[src/rtl/board_tx.sv]
// board_tx -- serialises a 9x9 board snapshot onto a byte-wide valid/ready link.
//
// Packet: HEADER, 21 payload bytes (four 2-bit cells per byte, cell k =
// row*9+col, cell 4j in bits [1:0] of byte j, cells 81..83 padded with
// CELL_E), then optionally an XOR checksum of the payload bytes.
//
// Build option: define BOARD_TX_CHECKSUM_EN to append the checksum byte
// (23-byte packet); leave it undefined for a 22-byte packet with no CSUM
// state and no checksum register.
//
// Ports:
//   clk_in    system clock, rising edge
//   reset     asynchronous, active-high reset
//   start     send request, sampled in IDLE only
//   board     9x9 board, board[row][col] = 2-bit cell code
//   tx_ready  link accepts a byte this cycle
//   tx_data   byte offered to the link
//   tx_valid  tx_data is valid
//   busy      high from start acceptance until the end of FIN
//   done      one-cycle pulse after the final byte transfers

module board_tx #(
    parameter logic [7:0] HEADER = 8'hA5,
    parameter logic [1:0] CELL_E = 2'b00
) (
    input  logic                   clk_in,
    input  logic                   reset,
    input  logic                   start,
    input  logic [8:0][8:0][1:0]   board,
    input  logic                   tx_ready,
    output logic [7:0]             tx_data,
    output logic                   tx_valid,
    output logic                   busy,
    output logic                   done
);

`ifdef BOARD_TX_CHECKSUM_EN
    typedef enum logic [2:0] {IDLE, HDR, PAYLOAD, CSUM, FIN} state_t;
`else
    typedef enum logic [2:0] {IDLE, HDR, PAYLOAD, FIN} state_t;
`endif

    state_t       state;
    logic [161:0] snap;     // flattened board: cell k lives at bits [2k+1:2k]
    logic [4:0]   cnt;      // index of the payload byte currently offered
`ifdef BOARD_TX_CHECKSUM_EN
    logic [7:0]   csum;     // XOR of payload bytes already transferred
`endif

    logic xfer;
    assign xfer = tx_valid & tx_ready;

    // Payload byte j: cells 4j..4j+3, padding past the last real cell.
    function automatic logic [7:0] pay_byte(input logic [161:0] s, input logic [4:0] j);
        logic [7:0] b;
        b = '0;
        for (int unsigned i = 0; i < 4; i++) begin
            int unsigned k;
            k = 4 * j + i;
            if (k < 81)
                b[2*i +: 2] = s[2*k +: 2];
            else
                b[2*i +: 2] = CELL_E;
        end
        return b;
    endfunction

    always_ff @(posedge clk_in or posedge reset) begin
        if (reset) begin
            state    <= IDLE;
            snap     <= '0;
            cnt      <= '0;
            tx_data  <= '0;
            tx_valid <= 1'b0;
            busy     <= 1'b0;
            done     <= 1'b0;
`ifdef BOARD_TX_CHECKSUM_EN
            csum     <= '0;
`endif
        end else begin
            case (state)
                IDLE: begin
                    done <= 1'b0;
                    if (start) begin
                        snap     <= board;
                        state    <= HDR;
                        busy     <= 1'b1;
                        tx_valid <= 1'b1;
                        tx_data  <= HEADER;
                        cnt      <= '0;
`ifdef BOARD_TX_CHECKSUM_EN
                        csum     <= '0;
`endif
                    end
                end
                HDR: begin
                    if (xfer) begin
                        state   <= PAYLOAD;
                        cnt     <= '0;
                        tx_data <= pay_byte(snap, 5'd0);
                    end
                end
                PAYLOAD: begin
                    if (xfer) begin
`ifdef BOARD_TX_CHECKSUM_EN
                        csum <= csum ^ tx_data;
`endif
                        if (cnt == 5'd20) begin
`ifdef BOARD_TX_CHECKSUM_EN
                            // Checksum byte includes the byte transferring now.
                            state   <= CSUM;
                            tx_data <= csum ^ tx_data;
`else
                            state    <= FIN;
                            tx_valid <= 1'b0;
                            tx_data  <= '0;
                            done     <= 1'b1;
`endif
                        end else begin
                            cnt     <= cnt + 5'd1;
                            tx_data <= pay_byte(snap, cnt + 5'd1);
                        end
                    end
                end
`ifdef BOARD_TX_CHECKSUM_EN
                CSUM: begin
                    if (xfer) begin
                        state    <= FIN;
                        tx_valid <= 1'b0;
                        tx_data  <= '0;
                        done     <= 1'b1;
                    end
                end
`endif
                FIN: begin
                    state <= IDLE;
                    done  <= 1'b0;
                    busy  <= 1'b0;
                    cnt   <= '0;
`ifdef BOARD_TX_CHECKSUM_EN
                    csum  <= '0;
`endif
                end
                default: begin
                    state    <= IDLE;
                    tx_valid <= 1'b0;
                    busy     <= 1'b0;
                    done     <= 1'b0;
                end
            endcase
        end
    end

endmodule

[config.mk]
export PLATFORM = sky130hd
export DESIGN_NAME = board_tx
export DESIGN_NICKNAME = d
export VERILOG_FILES = /design/src/rtl/board_tx.sv
export SDC_FILE = /design/constraint.sdc
export NUM_CORES = 1
export LEC_CHECK = 0
export BUFFER_PORTS_ARGS = -buffer_cell sky130_fd_sc_hd__buf_2
export CAP_MARGIN = 25
export CORE_UTILIZATION = 27
export DETAILED_ROUTE_END_ITERATION = 8
export GPL_TIMING_DRIVEN = 0
export SYNTH_ARGS = -nofsm -noshare
export SYNTH_HDL_FRONTEND = slang
export SYNTH_SLANG_ARGS = --single-unit
[constraint.sdc]
create_clock -name clk_in -period 18.1 [get_ports clk_in]
set_input_delay 2.715 -clock clk_in [delete_from_list [all_inputs] [get_ports clk_in]]
set_output_delay 2.715 -clock clk_in [all_outputs]
set_load 0.005 [all_outputs]
Word-level counts from Yosys, hierarchy flattened
Index checks and enable logic that the tools add are counted.
Widths: inputs -> output; s select.
{ "totals": {"latch_bits": 0, "in_bits": 166, "mem_bits_ro": 0, "memories": 0, "output_inout_bits": 11, "reg_bits": 181, "mem_bits_rw": 0} }
{ "op_classes": {"n_mul": 0, "addsub": 4, "n_mux": 27, "n_eq_ne": 9, "reduce_logical": 12, "bitwise_logic": 4, "magnitude_cmp": 4, "div_mod_pow": 0, "shift": 4} }
{ "ops": {"columns": ["cell", "count"], "rows": [
  ["$shiftx 162x10->2", 3],
  ["$shiftx 162x9->2", 1],
  ["$mux 8", 4],
  ["$lt 8x7->1 const B", 3],
  ["$pmux 8 s3", 1],
  ["$mux 5", 4],
  ["$pmux 5 s4", 1],
  ["$add 7x2->8 const B", 2],
  ["$mux 3", 4],
  ["$reduce_and 4->1", 3],
  ["$ne 2x2->1 const B", 5],
  ["$pmux 3 s3", 1],
  ["$add 7x1->8 const B", 1],
  ["$mux 2", 4],
  ["$lt 7x7->1 const B", 1],
  ["$eq 3x2->1 const B", 2],
  ["$add 5x1->5 const B", 1],
  ["$eq 5x5->1 const B", 1],
  ["$mux 1", 5],
  ["$reduce_and 5->1", 1],
  ["$pmux 1 s2", 2],
  ["$reduce_and 2->1", 2],
  ["$reduce_bool 4->1", 1],
  ["$reduce_or 2->1", 2],
  ["7 further kinds", 9]
]} }

Depth between registers and ports, before layout
Gate-level depths: netlist (run 1).
{ "logic_depth": {"depth_word": 7, "ltp_mapped": 14, "depth_no_buf": 7} }

Least setup slack after synthesis (run 1)
No wires, ideal clock.
{ "synth_timing": {"path_type": "input-to-reg", "from": "in start", "to": "reg snap[0]", "path_buffers": 2, "arrival_ns": 3.725, "path_slack_ns": 14.250, "path_stages": 4, "cell_sequence": "nand2_1 > clkbuf_1 > buf_2 > mux2_2"} }
{ "synth_between": {"elab_chain_len": 1} }
{ "synth_lines": {"columns": ["element", "line", "rtl"], "rows": [
  ["start, declared", "28", "input logic start,"],
  ["$reduce_and 2->1 (no line)", null, null],
  ["end signal, assigned", "85", "snap <= board;"],
  ["end, declared", "44", "logic [161:0] snap;"]
]} }
Every way passes these cells.
A chain may end at the register's enable or synchronous reset.

Final worst setup path (run 1)
{ "layout_timing": {"from": "in start", "to": "reg snap[61]"} }
Same word-level chain as after synthesis.

==> results by group, run 1 <==
Run status
  • Status: finished, final reports clean

Die
  • Core area: about 0.031 mm²
  • IO Pins: roughly 180
  • Row count: between 60 and 70
  • Die Area: between 0.03 and 0.04 mm²
  • Die Width: approximately 180 µm
  • Die Span Y: roughly 180 µm
  • Initial Utilization: between 20 and 30%

Synthesis
  • Prevailing post-synth register cell: dfrtp_1
  • Post-Syn Instances: 613
  • Top post-synthesis cells by area: dfrtp_1 (53%), mux2_2 (21%), mux4_2 (11%)
  • Synthesized area: around 0.0086 mm²
  • Cell taking the most area after synthesis: dfrtp_1
  • FF+latch count, synth: 180
  • Ys async rst share: 100%
  • Seq/Total Area, Yosys: a little over half
  • Post-synth EDFFs: 0
  • Top-area cell type share of the netlist area: 52.5%
  • Mean post-synth cell area: 14.0 µm²
  • Mapped Nets: 785
  • Yosys cell types: between 50 and 60
  • Synthesis Warnings: 0

Setup path
  • Crit Path Max Fanout: 10
  • WP data required: between 15 and 20 ns
  • Crit path depth: 5
  • CP peak stage delay: 0.49 ns
  • Crit end category: register
  • Type of origin of the critical path: primary input
  • Critical path class: in -> reg
  • WP buf/inv: 3
  • Critical Path Slowest Stage Cell: clkbuf_1
  • Crit path top cell by count: buf_2
  • Crit path DAT: 4.43 ns
  • Cell family with most CP delay: buffers and inverters
  • Crit-path cells: buf_2 -> nand2_1 -> clkbuf_1 -> buf_2 -> mux2_2
  • Reg2Reg Depth: 14

Final layout
  • Area delta synth->final: 23.4%
  • Share of layout cells above drive strength 1: a little over half
  • Cell Count, Final, Fillers Out: about 1200
  • Final core utilization: around a third
  • Design Area, Final: between 0.01 and 0.015 mm²
  • Nets: ~980

Place
  • Placed cell count: roughly 1200
  • DP Wirelength: approximately 18000 µm
  • Post-DP Area: 0.00998 mm²
  • Port bufs: 176
  • Global placer's final weighted congestion: around 0.86

Routing
  • Post-route DRC: 0
  • Number of DRC markers in iteration 0: between 200 and 300
  • Total Routed Length: around 24000 µm
  • Post-DR wirelength/cell: 19.9 µm
  • Antenna Nets Post-Route: 0
  • Via count: just under 6000
  • TritonRoute pass-1 iters: 5
  • Vias/cell: between 4 and 5

Pwr
  • Internal: roughly 1.3 mW
  • Net Sw Power: about 0.7 mW
  • Switch share: about a third
  • Combinational power share: between 40% and 50%
  • Clk pwr share: 19.5%
  • Peak supply drop: roughly 0.000065 V
  • Total Power: between 1.5 and 2 mW
  • P_leak: 4.63 nW
  • Pwr dens: approximately 180 mW/mm²
  • Share of power burned in registers: a little over a third

Clock tree
  • # clock sinks: 180
  • Hold-fix buffers, CTS: 0
  • Clk buf depth: 2
  • CTS buffer count: 17
  • Latest clock arrival within the worst-skew pair: 0.44 ns
  • Clock-pin slew on the worst setup and hold paths: 0.07 ns
  • Resize count post-CTS: 0
  • Root buffer cell: clkbuf_16
  • Post CTS Setup Buffer Count: 0
  • Htree depth: 4
  • CTS tree: yes

Global routing
  • First-pass GRT wire length: between 30000 and 40000 µm
  • Largest net degree at the start of global routing: 97
  • Total GRT Usage: around 15%
  • Vias in the first global route: ~6200
  • Initial antenna violation count: 4
  • Gr ovfl total: 0

Timing
  • Max Clock Skew: around 0.016 ns
  • Highest Clock Rate: ~0.24 GHz
  • Final Max Tran Viols: 0
  • Setup_tns: 0 ns
  • Fin crit share: between 20% and 30%
  • Final Hold Viols: 0
  • Final worst path period need: between 4 and 5 ns
  • RSZ-0062 raised after global routing: no
  • Endpoints failing setup: 0
  • Slew @ Worst Pin: ~0.8 ns
  • Relative slew slack: a little under half

Flow run
  • Max-cap viol count: 0

Worst hold path
  • Hold path depth: 2
  • Hold WC Path Type: reg -> reg
==> metal layers <==
layer  global-route usage (%)  vias up  wire, µm
met3                     3.46       21      1060
met1                     19.9     2984     10700
met4                     4.79        4       283
li1                         -     2640         -
met2                     25.6      147     12100
met5                        0        -        23
==> cells by family (layout without fill, tap and decap cells) <==
kind of cell	Yosys count	after routing	synth area share, %
AOI/OAI and AO/OA	59	59	4.71
xor gates and xnor gates	4	4	0.715
muxes	203	203	31.9
buffers and inverters	50	259	3.31
other	0	2	0
and+or+nand+nor	111	111	5.94
DFF	180	180	52.5
adders and majority gates	6	6	0.876
==> stage by stage <==
stage,hold WS [ns],setup slack [ns]
2_1_floorplan,0.474,10.50
3_3_place_gp,0.483,7.99
3_5_place_dp,0.489,13.50
4_1_cts,0.506,13.97
5_1_grt,0.510,13.88
6_report,0.500,13.99
==> area by class of cell <==
cell class                      instances  area, µm²
Fill cell                            3081      20300
Sequential cell                       180       4500
Multi-Input combinational cell        383       3780
Timing Repair Buffer                  177        908
Tap cell                              396        495
Clock buffer                           18        439
Buffer                                 40        246
Clock inverter                         14        151
Inverter                               10       45.0
Antenna cell                            2       5.00
==> Yosys cell counts (3+ instances only) <==
cell type,n
a2111oi_0,3
a211oi_1,4
a21o_1,3
a21oi_1,22
a41oi_1,3
and2_1,3
and3_1,3
buf_2,14
buf_4,6
buf_6,6
clkbuf_1,12
dfrtp_1,180
ha_1,6
inv_1,9
mux2_2,162
mux4_2,40
nand2_1,63
nand2b_1,5
nand3_1,8
nor2_1,13
nor3_1,5
o21ai_0,10
==> tightest hold or removal path: cells and delay by family (launching register included) <==
family / cells / cell delay, ns
DFF: 1 / 0.35
and+or+nand+nor: 2 / 0.12
==> sequential cells by signal, summed over array words and instances, names as in the netlist <==
signal and count:
snap 162, tx_data 8, state 2, busy 1, cnt 5, done 1
tx_valid 1
==> layout by cell type (no fill, tap or decap), types with 5 or more instances in the layout <==
| master | instances |
|---|---|
| a21oi_1 | 22 |
| buf_2 | 190 |
| buf_4 | 6 |
| buf_6 | 6 |
| clkbuf_1 | 12 |
| clkbuf_16 | 17 |
| dfrtp_1 | 180 |
| ha_1 | 6 |
| inv_1 | 8 |
| inv_6 | 8 |
| mux2_2 | 162 |
| mux4_2 | 40 |
| nand2_1 | 63 |
| nand2b_1 | 5 |
| nand3_1 | 8 |
| nor2_1 | 13 |
| nor3_1 | 5 |
| o21ai_0 | 10 |
==> power by group through the flow <==
stage / clock network, mW / logic [mW] / registers (mW)
after floorplan: 0 / 0.641 / 0.675
after global placement: 0 / 0.861 / 0.705
after detailed placement: 0 / 0.873 / 0.714
after CTS: 0.390 / 0.876 / 0.707
after global routing: 0.405 / 0.926 / 0.732
final: 0.379 / 0.858 / 0.706
==> final timing paths <==
kind                                    startpoint                      to  slack [ns]
worst max-delay path                         start    snap[61]$_DFFE_PP0P_       13.99
worst min-delay path              done$_DFFE_PP0P_        done$_DFFE_PP0P_        0.50
worst max register to register  cnt[0]$_DFFE_PP0P_  tx_data[0]$_DFFE_PP0P_       14.88
worst min register to register    done$_DFFE_PP0P_        done$_DFFE_PP0P_        0.50
max in group asynchronous                    reset    snap[52]$_DFFE_PP0P_       14.79
min in group asynchronous                    reset   snap[114]$_DFFE_PP0P_        2.37
Note: power is estimated with default switching activity, not from simulation.
==> run 2, diff against run 1 <==
Clock period 18.1 ns to 3.8 ns, I/O delays scaled along.
==> results by group, run 2 (synthesized netlist as in run 1, its figures left out) <==
Clock tree
  • Latest clock arrival within the worst-skew pair: 0.43 ns (about the same)
  • CTS buffer count: 17 (unchanged)
  • Htree depth: 4 (unchanged)
  • CTS tree: yes
  • Clock-pin slew on the worst setup and hold paths: 0.07 ns (about the same)
  • Post CTS Setup Buffer Count: 0 (unchanged)
  • Root buffer cell: clkbuf_16
  • Hold-fix buffers, CTS: 0 (unchanged)
  • Resize count post-CTS: 0 (unchanged)
  • Clk buf depth: 2 (unchanged)
  • # clock sinks: 180 (unchanged)

Die
  • IO Pins: 177 (unchanged)
  • Die Span Y: 180 µm (unchanged)
  • Die Width: 180 µm (unchanged)
  • Initial Utilization: 27.7% (unchanged)
  • Row count: 64 (unchanged)
  • Die Area: 0.0325 mm² (unchanged)
  • Core area: 0.0309 mm² (unchanged)

Worst hold path
  • Hold WC Path Type: in -> async

Setup path
  • Crit Path Max Fanout: 10 (unchanged)
  • CP peak stage delay: 0.47 ns (-0.02 ns)
  • WP buf/inv: 7 (+4)
  • Crit path DAT: 3.55 ns (-0.88 ns)
  • Critical path class: reg -> reg
  • Crit end category: register
  • Cell family with most CP delay: buffers and inverters
  • Reg2Reg Depth: 11 (-3)
  • Critical Path Slowest Stage Cell: a2111oi_0
  • WP data required: 4.09 ns (-14.33 ns)
  • Crit path depth: 11 (+6)
  • Crit-path cells: buf_6 -> buf_2 -> buf_4 -> inv_1 -> ha_1 -> buf_6 -> buf_8 -> buf_6 -> mux4_2 -> a2111oi_0 -> a211oi_1
  • Type of origin of the critical path: register
  • Crit path top cell by count: buf_6

Routing
  • Number of DRC markers in iteration 0: 265 (-7.3%)
  • Post-DR wirelength/cell: 19.6 µm (-1.3%)
  • Antenna Nets Post-Route: 0 (unchanged)
  • Vias/cell: 4.70 (-1.1%)
  • Post-route DRC: 0 (unchanged)
  • Total Routed Length: 24000 µm (-1.1%)
  • TritonRoute pass-1 iters: 4 (-1)
  • Via count: 5749 (-0.81%)

Pwr
  • P_leak: 4.63 nW (about the same)
  • Peak supply drop: 0.000328 V (+410%)
  • Pwr dens: 859 mW/mm² (+370%)
  • Total Power: 9.12 mW (+370%)

Final layout
  • Max reg flops: 162 (unchanged)
  • Largest register by flop count: snap
  • Commonest cells after routing, fill and taps aside: buf_2 (190), dfrtp_1 (180), mux2_2 (162)
  • Top Registers: snap: 162 flops, tx_data: 8 flops, cnt: 5 flops
  • Cell Count, Final, Fillers Out: 1223 (+0.25%)
  • Most common cell after layout, fill and taps aside: buf_2
  • Area delta synth->final: 23.7%
  • Nets: 985 (+0.41%)
  • Share of layout cells above drive strength 1: 54.4% (about the same)

Flow run
  • Max-cap viol count: 0 (unchanged)

Timing
  • Fin crit share: roughly 86%
  • Slew @ Worst Pin: 0.815 ns (+0.0253 ns)
  • Relative slew slack: 45.1% (-1.7 points)
  • Endpoints failing setup: 0 (unchanged)
  • Highest Clock Rate: around 0.31 GHz
  • Final worst path period need: ~3.3 ns
  • RSZ-0062 raised after global routing: no
  • Max Clock Skew: 0.00956 ns (-0.00632 ns)
  • Final Hold Viols: 0 (unchanged)
  • Final Max Tran Viols: 0 (unchanged)
  • Setup_tns: 0 ns (unchanged)

Place
  • Port bufs: 176 (unchanged)
  • DP Wirelength: 18200 µm (+0.93%)
  • Global placer's final weighted congestion: 0.867 (+1.2%)
  • Placed cell count: 1190 (+0.34%)

Run status
  • Status: finished, final reports clean

Global routing
  • First-pass GRT wire length: 37100 µm (about the same)
  • Total GRT Usage: 15.3% (-0.14 points)
  • Vias in the first global route: 6212 (+0.71%)
  • Largest net degree at the start of global routing: 40 (-59%)
  • Initial antenna violation count: 3 (-1)
  • Gr ovfl total: 0 (unchanged)
-- run 2: cell count changes in the layout (fill, tap and decap cells not counted), sizes merged, moves of 3 or more --
cell      previous run  this run
buf                205       209
clkinvlp             0         4
clkbuf              30        33
inv                 21        14
-- run 2: metal layers --
layer	vias to the layer above	track usage (%)	share of wire, %
met1	2922	19.4	43
met3	24	3.50	4.7
met4	4	3.73	1.3
li1	2650	-	-
met5	-	0	0.11
met2	149	26.2	51
-- run 2: metrics by stage --
step	hold slack, ns	setup WS (ns)	area, µm²	utilization, %
floorplan	0.474	0.921	8580	-
global placement	0.481	-0.407	9950	32.2
detailed placement	0.470	0.496	10100	32.5
CTS	0.00432	0.482	10600	34.3
global route	0.0208	0.264	10600	34.3
finish	0.0286	0.541	10600	34.3
-- run 2: cell type report --
type / instances / area, µm²
diodes: 1 / 2.50
plain buffers: 40 / 246
clock buffers: 21 / 460
clock inverters: 11 / 91.3
fillers: 3107 / 20300
inverters: 10 / 41.3
multi-input cells: 383 / 3780
flip-flops and latches: 180 / 4500
well taps: 396 / 495
repair buffers: 181 / 981
-- run 2: final timing paths --
path                                         start                endpoint  slack (ns)
worst min-delay path                         reset   snap[103]$_DFFE_PP0P_        0.03
max in group asynchronous                    reset    snap[48]$_DFFE_PP0P_        2.80
worst max-delay path            cnt[0]$_DFFE_PP0P_  tx_data[2]$_DFFE_PP0P_        0.54
worst max register to register  cnt[0]$_DFFE_PP0P_  tx_data[2]$_DFFE_PP0P_        0.54
worst min register to register    done$_DFFE_PP0P_        done$_DFFE_PP0P_        0.50
min in group clk_in                      board[66]    snap[66]$_DFFE_PP0P_        0.36
-- run 2: power breakdown --
group / leakage [nW] / switching [mW] / total [mW] / internal (mW)
Combinational: 2.23 / 1.91 / 4.09 / 2.18
Clock: 0.263 / 0.788 / 1.67 / 0.886
Sequential: 2.13 / 0.474 / 3.35 / 2.88
